$ cat src/rtl/mux_pkg.sv
// Shared types and helpers for the round-robin arbitrated mux.
// Imported by the interface, the arbiter and the top level.
package mux_pkg;

  typedef enum logic {
    ARB_RR    = 1'b0,
    ARB_FIXED = 1'b1
  } arb_mode_e;

  // Channel index width; never narrower than one bit.
  function automatic int idx_w(int n);
    return (n > 1) ? $clog2(n) : 1;
  endfunction

endpackage

$ cat src/rtl/rr_arb_mux_if.sv
// N:1 handshake bundle: N producer channels in, one consumer out.
// slave is the mux side, master is the producer/consumer side.
interface rr_arb_mux_if
  import mux_pkg::*;
#(
  parameter int NUM_INPUTS = 4,
  parameter int WIDTH      = 8
);

  localparam int SEL_W = idx_w(NUM_INPUTS);

  logic [NUM_INPUTS-1:0] in_valid;
  logic [WIDTH-1:0]      in_data [NUM_INPUTS];
  logic [NUM_INPUTS-1:0] in_ready;
  logic                  out_valid;
  logic [WIDTH-1:0]      out_data;
  logic [SEL_W-1:0]      out_sel;
  logic                  out_ready;

  modport slave (
    input  in_valid,
    input  in_data,
    input  out_ready,
    output in_ready,
    output out_valid,
    output out_data,
    output out_sel
  );

  modport master (
    output in_valid,
    output in_data,
    output out_ready,
    input  in_ready,
    input  out_valid,
    input  out_data,
    input  out_sel
  );

endinterface

$ cat src/rtl/rr_arbiter.sv
// One-of-N arbiter, round-robin or fixed priority.
// Owns the last-grant pointer used by the round-robin search.
module rr_arbiter
  import mux_pkg::*;
#(
  parameter int        NUM_INPUTS = 4,
  parameter arb_mode_e ARB_MODE   = ARB_RR,
  localparam int       SEL_W      = idx_w(NUM_INPUTS)
) (
  input  logic                  clk,
  input  logic                  rst_n,
  input  logic [NUM_INPUTS-1:0] req,
  input  logic                  advance,
  output logic [NUM_INPUTS-1:0] gnt,
  output logic [SEL_W-1:0]      gnt_idx,
  output logic                  any_gnt
);

  logic [SEL_W-1:0] ptr;
  int               d;
  int               best;

  // d is each channel's distance from the search start;
  // the smallest distance among requesters wins.
  always_comb begin
    gnt_idx = '0;
    any_gnt = 1'b0;
    best    = NUM_INPUTS;
    d       = 0;
    for (int c = 0; c < NUM_INPUTS; c++) begin
      if (ARB_MODE == ARB_FIXED) begin
        d = c;
      end else begin
        d = c - int'(ptr) - 1;
        if (d < 0) d = d + NUM_INPUTS;
      end
      if (req[c] && d < best) begin
        best    = d;
        gnt_idx = SEL_W'(c);
        any_gnt = 1'b1;
      end
    end
  end

  always_comb begin
    gnt = '0;
    for (int c = 0; c < NUM_INPUTS; c++) begin
      gnt[c] = any_gnt && (gnt_idx == SEL_W'(c));
    end
  end

  always_ff @(posedge clk or negedge rst_n) begin
    if (!rst_n) begin
      ptr <= SEL_W'(NUM_INPUTS - 1);
    end else if (advance && any_gnt) begin
      ptr <= gnt_idx;
    end
  end

endmodule

$ cat src/rtl/rr_arb_mux.sv
// Registered N:1 mux with valid/ready on every port.
// An internal arbiter picks the channel loaded into the output register.
module rr_arb_mux
  import mux_pkg::*;
#(
  parameter int        NUM_INPUTS = 4,
  parameter int        WIDTH      = 8,
  parameter arb_mode_e ARB_MODE   = ARB_RR
) (
  input  logic       clk,
  input  logic       rst_n,
  rr_arb_mux_if.slave bus
);

  localparam int SEL_W = idx_w(NUM_INPUTS);

  logic                  load_en;
  logic [NUM_INPUTS-1:0] gnt;
  logic [SEL_W-1:0]      gnt_idx;
  logic                  any_gnt;
  logic [WIDTH-1:0]      mux_data;

  logic                  q_valid;
  logic [WIDTH-1:0]      q_data;
  logic [SEL_W-1:0]      q_sel;

  // rst_n gates load_en so nothing is accepted while in reset.
  assign load_en = rst_n & (~q_valid | bus.out_ready);

  rr_arbiter #(
    .NUM_INPUTS (NUM_INPUTS),
    .ARB_MODE   (ARB_MODE)
  ) u_arb (
    .clk     (clk),
    .rst_n   (rst_n),
    .req     (bus.in_valid),
    .advance (load_en),
    .gnt     (gnt),
    .gnt_idx (gnt_idx),
    .any_gnt (any_gnt)
  );

  assign bus.in_ready = gnt & {NUM_INPUTS{load_en}};

  always_comb begin
    mux_data = '0;
    for (int c = 0; c < NUM_INPUTS; c++) begin
      if (gnt[c]) mux_data = bus.in_data[c];
    end
  end

  always_ff @(posedge clk or negedge rst_n) begin
    if (!rst_n) begin
      q_valid <= 1'b0;
      q_data  <= '0;
      q_sel   <= '0;
    end else if (load_en) begin
      if (any_gnt) begin
        q_valid <= 1'b1;
        q_data  <= mux_data;
        q_sel   <= gnt_idx;
      end else begin
        q_valid <= 1'b0;
      end
    end
  end

  assign bus.out_valid = q_valid;
  assign bus.out_data  = q_data;
  assign bus.out_sel   = q_sel;

endmodule
$ cat src/flat_wrapper.sv
// flat-port wrapper written by rule: the top's interface ports become plain ports
module rr_arb_mux_flat import mux_pkg::*;
#(
  parameter int        NUM_INPUTS = 4,
  parameter int        WIDTH      = 8,
  parameter arb_mode_e ARB_MODE   = ARB_RR
)
  (clk, rst_n, bus_in_valid, bus_in_data, bus_out_ready, bus_in_ready, bus_out_valid, bus_out_data, bus_out_sel);
  rr_arb_mux_if #(.NUM_INPUTS(NUM_INPUTS), .WIDTH(WIDTH)) bus_i ();
  input  logic clk;
  input  logic rst_n;
  input wire logic [$bits(bus_i.in_valid)-1:0] bus_in_valid;
  input wire logic [$bits(bus_i.in_data)-1:0] bus_in_data;
  input wire logic [$bits(bus_i.out_ready)-1:0] bus_out_ready;
  output wire logic [$bits(bus_i.in_ready)-1:0] bus_in_ready;
  output wire logic [$bits(bus_i.out_valid)-1:0] bus_out_valid;
  output wire logic [$bits(bus_i.out_data)-1:0] bus_out_data;
  output wire logic [$bits(bus_i.out_sel)-1:0] bus_out_sel;
  assign bus_i.in_valid = bus_in_valid;
  assign bus_i.in_data = {>>{bus_in_data}};
  assign bus_i.out_ready = bus_out_ready;
  assign bus_in_ready = bus_i.in_ready;
  assign bus_out_valid = bus_i.out_valid;
  assign bus_out_data = bus_i.out_data;
  assign bus_out_sel = bus_i.out_sel;
  rr_arb_mux #(.NUM_INPUTS(NUM_INPUTS), .WIDTH(WIDTH), .ARB_MODE(ARB_MODE)) u_core (.clk(clk), .rst_n(rst_n), .bus(bus_i));
endmodule
$ cat config.mk
export PLATFORM = sky130hd
export DESIGN_NAME = rr_arb_mux_flat
export DESIGN_NICKNAME = d
export VERILOG_FILES = /design/src/rtl/mux_pkg.sv /design/src/rtl/rr_arb_mux_if.sv /design/src/rtl/rr_arbiter.sv /design/src/rtl/rr_arb_mux.sv /design/src/flat_wrapper.sv
export SDC_FILE = /design/constraint.sdc
export NUM_CORES = 1
export LEC_CHECK = 0
export BUFFER_PORTS_ARGS = -buffer_cell sky130_fd_sc_hd__buf_2
export CAP_MARGIN = 25
export CORE_ASPECT_RATIO = 1.1
export CORE_MARGIN = 8
export CORE_UTILIZATION = 45
export DETAILED_ROUTE_END_ITERATION = 8
export GPL_TIMING_DRIVEN = 0
export PLACE_DENSITY = 0.77
export SLEW_MARGIN = 30
export SYNTH_ARGS = -nofsm -noshare
export SYNTH_HDL_FRONTEND = slang
export SYNTH_SLANG_ARGS = --single-unit
$ cat constraint.sdc
create_clock -name clk -period 11.45 [get_ports clk]
set_input_delay 1.7175 -clock clk [delete_from_list [all_inputs] [get_ports clk]]
set_output_delay 1.7175 -clock clk [all_outputs]
set_load 0.03 [all_outputs]
After elaboration in Yosys (flattened, before gate mapping)
Cells that the tools add are included.

word-level totals
  bits in registers = 13
  bits of input ports = 39
  output and inout bits = 15
  word-level logic and storage cells = 61

cells by class
  add/subtract/negate cells = 12
  $lt $le $gt $ge = 8
  equality and inequality tests = 3
  mux-type cells = 19
  bitwise operators = 4
  reduce and logical (&&, ||, !) cells = 11

operators by type and width
  kind                                                                    count
  32-bit 2-to-1 mux                                                       7
  32-bit < comparator                                                     3
  32-bit by 4-bit adder with 32-bit output (second input constant)        1
  32-bit by 1-bit < comparator with 1-bit output (second input constant)  1
  32-bit by 4-bit < comparator with 1-bit output (second input constant)  1
  8-bit 2-to-1 mux                                                        4
  32-bit by 2-bit subtractor with 32-bit output (second input constant)   1
  4-bit by 4-bit adder with 5-bit output (second input constant)          3
  4-bit by 1-bit < comparator with 1-bit output (second input constant)   3
  3-bit by 2-bit subtractor with 4-bit output (second input constant)     3
  1-bit logical AND                                                       9
  1-bit 2-to-1 mux                                                        6
  1-bit by 2-bit subtractor with 3-bit output (first input constant)      2
  2-bit by 2-bit subtractor with 3-bit output (first input constant)      2
  4-bit AND                                                               1
  2-bit equality test (second input constant)                             2
  2-bit 2-to-1 mux                                                        2
  2-bit by 1-bit equality test with 1-bit output (second input constant)  1
  2-bit zero test                                                         1
  2-bit AND reduction                                                     1
  1-bit AND                                                               1
  1-bit NOT                                                               1
  1-bit bitwise OR                                                        1

Depth between registers and ports, before layout
  word-level depth = 22
  gate-level depth with buffers = 27
  mapped depth without buffers = 25

By module
A second synthesis with hierarchy kept.

unflattened totals
  cell total of the unflattened synthesis = 151
  area total of the unflattened synthesis = 1242.4 µm²

by module, submodules not included
  module      times used  cells each  area an instance (µm²)  seq. area each (µm²)
  rr_arb_mux  1           87          759.5                   275.3
  rr_arbiter  1           64          483.0                   52.6

Worst setup path after synthesis
No wires, ideal clock.

  path type = input-to-output
  from = in bus_in_valid[1]
  to = out bus_in_ready[3]
  arrival time = 5762 ps
  data required time = 9733 ps
  slack = 3970 ps
  stages on the path = 21
  path buffers = 2
  cell sequence = nor2b_1 -> o21a_1 -> nor2_1 -> nand2_1 -> a32oi_1 -> ha_1 -> a21o_1 -> a21oi_1 -> nand4_1 -> o221a_2 -> o21bai_4 -> buf_2 -> mux2_2 -> ha_1 -> a21oi_1 -> nor2_1 -> nor3b_1 -> inv_1 -> and2_1 -> buf_2 -> nor3_1

on the way
  cells in the longest elaborated chain, start to end = 11
  elaborated cells between the ends (all ways) = 16
  classes of those cells = order compare: 2; eq/ne: 1; mux: 8; bitwise: 1; reduce/logical: 4

ends and longest elaborated chain
  item                 RTL line            text
  start: declaration   flat_wrapper.sv:12  input wire logic [$bits(bus_i.in_valid)-1:0] bus_in_valid;
  1-bit logical AND *  rr_arbiter.sv:37    if (req[c] && d < best) begin
  32-bit 2-to-1 mux    rr_arbiter.sv:37
  32-bit < comparator  rr_arbiter.sv:37
  1-bit logical AND    rr_arbiter.sv:37
  32-bit 2-to-1 mux    rr_arbiter.sv:37
  32-bit < comparator  rr_arbiter.sv:37
  1-bit logical AND    rr_arbiter.sv:37
  2-bit 2-to-1 mux     rr_arbiter.sv:37
  2-bit equality test  rr_arbiter.sv:48    gnt[c] = any_gnt && (gnt_idx == SEL_W'(c));
  1-bit logical AND *  rr_arbiter.sv:48
  4-bit AND *          rr_arb_mux.sv:43    assign bus.in_ready = gnt & {NUM_INPUTS{load_en}};
  end: declaration     flat_wrapper.sv:15  output wire logic [$bits(bus_i.in_ready)-1:0] bus_in_ready;

Mark *: on every way between the ends. The rest lies on a longest branch, timed or not.

Worst setup path in the final report
Same ends and word-level chain as after synthesis.

==> impl_summary.txt <==
----------------------------------------------------
[Outcome]
  Outcome ... completed

[Global routing]
  Number of antenna violations at the first check in global routing ... 0
  Via count of the first global-routing pass ... 1,974
  Total routing resource utilization after global routing ... 15.2%
  Global-route wire length before repair ... 8740 µm
  Met3 GRT Util ... 1.14%
  Busiest layer in global routing ... met2
  Total congestion overflow ... 0
  Met1 track utilization from global routing ... 16.8%
  Largest net degree at the start of global routing ... 22
  Met2 capacity usage during global routing ... 28.2%

[Timing]
  Count of final setup violators ... 0
  Worst rel slew slack ... 44.6%
  Total negative slack ... 0 ns
  Worst clock skew ... 0.00185 ns
  RSZ-0062 raised after global routing ... false
  Actual slew at the worst max-slew pin ... 0.831 ns
  Final critical-path share of the clock period ... 68.5%
  Final count of hold timing violations ... 0
  Final critical path time including I/O delays and setup ... 7.85 ns
  Maximum achievable frequency ... 0.127 GHz
  Final number of max-transition violations ... 0

[Synthesis]
  Biggest area contributors in the synthesized netlist ... ha_1 28%, dfrtp_1 13%, a221oi_2 5.9%
  Portion of synthesized cell area occupied by the leading cell type ... 28.2%
  Cell Area, Synth ... 0.00204 mm²
  Average instance area after synthesis ... 8.66 µm²
  Flop and latch count out of synthesis ... 13
  Part of the Yosys area used for sequential elements ... 16.0%
  Post-Synthesis Cells ... 236
  Library cell with the largest summed area after synthesis ... ha_1
  Commonest cells post-synth ... 46 x ha_1, 22 x nor2_1, 20 x a21oi_1
  Ys async rst share ... 100%
  Number of unique standard cell types used by synthesis ... 53
  Count of flip-flops with a built-in enable after synthesis ... 0
  Most instantiated flip-flop cell in the synthesis netlist ... dfrtp_1
  Number of warning messages in the yosys log ... 0
  Count leader, synth ... ha_1

[Clocking]
  Buffers from clock root to sink, at most ... 2
  Sink Count ... 13
  Number of buffers added for setup after CTS ... 0
  H-tree lvl count ... 1
  TritonCTS buffer count ... 3
  Hold bufs inserted after CTS ... 0
  Clk slew on worst S/H paths ... 0.05 ns
  Clock latency of the later-clocked register in the worst-skew pair ... 0.24 ns
  Total of cells resized after clock tree synthesis ... 0
  Root buf cell ... clkbuf_8
  CTS tree ... built

[Floorplanning]
  Site Rows ... 25
  Die width ... 80.2 µm
  Area of the core region ... 0.00435 mm²
  Y dimension of the die ... 86.7 µm
  I/O pin total ... 54
  Initial core utilization ... 47.0%
  Die Area ... 0.00695 mm²

[Drt]
  Final antenna-violating net count ... 0
  Router iterations before antenna repair ... 4
  Number of DRC violations after detailed-routing iteration 0 ... 89
  Via count ... 1,948
  Routed wire per std cell ... 13.8 µm
  Final WL ... 5220 µm
  Vias per cell ... 5.17
  Number of design rule violations left after detail routing ... 0

[Layout]
  Number of nets in the layout ... 409
  Core occupancy in the finished layout ... 58.3%
  Number of antenna repair diodes ... 0
  Area grow syn2layout ... 24.0%
  Layout cell share with drive strength beyond 1 ... 28.8%

[Place]
  Number of buffers inserted by port buffering ... 53
  GPL Wtd Cong ... 0.818
  Sum of net half-perimeters after detailed placement ... 4450 µm

[Worst setup path]
  Worst path top cell family by delay ... compound AO/OA/AOI/OAI gates
  Category of the worst setup path launch point ... primary input
  Most Frequent Cell on Critical Path ... buf_2
  CP peak stage delay ... 0.36 ns
  Cell breakdown of the critical path ... buf_2 -> nor2b_1 -> o21a_1 -> nor2_1 -> nand2_1 -> a32oi_1 -> ha_1 -> a21o_1 -> a21oi_1 -> nand4_1 -> o221a_2 -> o21bai_4 -> buf_2 -> mux2_2 -> ha_1 -> a21oi_1 -> nor2_1 -> nor3b_1 -> inv_1 -> and2_1 -> buf_2 -> nor3_1 -> buf_2
  Buffers plus inverters on the worst setup path ... 5
  Critical-path top delay cell ... nor2b_1
  Arrival time reported for the critical path endpoint ... 6.13 ns
  Largest driver fanout on the critical path ... 10
  Endpoint type of the worst setup path ... primary output
  Critical path class ... in2out
  Data required time of the critical path ... 9.73 ns

[Job]
  Number of max-cap violations ... 0

[Worst hold path]
  Type of the tightest min-delay check ... reg2reg

----------------------------------------------------
==> area by class of cell <==
type	instances	area (µm²)
fillers	406	1810
multi-input cells	229	1710
flip-flops and latches	13	328
repair buffers	53	265
well taps	54	67.6
inverters	16	60.1
plain buffers	8	57.6
clock buffers	4	45.0
==> flip-flops by register name (all words and copies together) (netlist names) <==
name and cells:
u_core.bus.out_data 8, u_core.bus.out_sel 2, u_core.u_arb.ptr 2, u_core.bus.out_valid 1
==> metal layers <==
layer,wire length [µm],part of all wire [%]
met1,2130,41
met2,2780,53
met3,150,2.9
met4,155,3.0
met5,0,0
==> per-stage QoR <==
stage          setup WS [ns]  cell area, µm²  hold slack (ns)  cells
3_5_place_dp            3.63            2490            0.478    373
2_1_floorplan           3.97            2160            0.540    266
3_3_place_gp            3.76            2490            0.471    373
5_1_grt                 3.25            2530            0.518    377
4_1_cts                 3.63            2530            0.490    377
6_report                3.60            2530            0.483    377
==> cells in the final DEF, fill, tap and decap left out, drive strengths merged, types with 5 or more instances in the layout <==
master and count:
a22oi 8, dfrtp 11, o21ai 7, nor3 11
a21o 5, inv 16, conb 32, nand2 18
a21oi 20, a221oi 8, nor2 22, nand3 5
buf 61, nand4 6, ha 46
==> path summary, 6_finish.rpt <==
kind	start	endpoint	slack (ns)	depth (start not counted)
max	bus_in_valid[1]	bus_in_ready[3]	3.60	23
min	u_core.bus.out_sel[1]	u_core.bus.out_sel[1]	0.48	1
max reg2reg	u_core.u_arb.ptr[0]	u_core.bus.out_data[6]	5.59	22
min reg2reg	u_core.bus.out_sel[1]	u_core.bus.out_sel[1]	0.48	1
max in group asynchronous	rst_n	u_core.u_arb.ptr[0]	9.82	1
min in group asynchronous	rst_n	u_core.bus.out_data[5]	1.35	1
==> logic make-up after synthesis <==
group | share of synthesized area, %
adder cells (fa/ha/maj) | 28.2
other | 0.368
multiplexers | 1.29
XOR/XNOR | 0.857
buffers and inverters | 5.76
AO/OA/AOI/OAI | 27.1
AND/OR/NAND/NOR | 20.4
flip-flops | 16.0
Power is not shown: default switching activity piles up to over one toggle a cycle in this logic, so the estimate is an artifact.
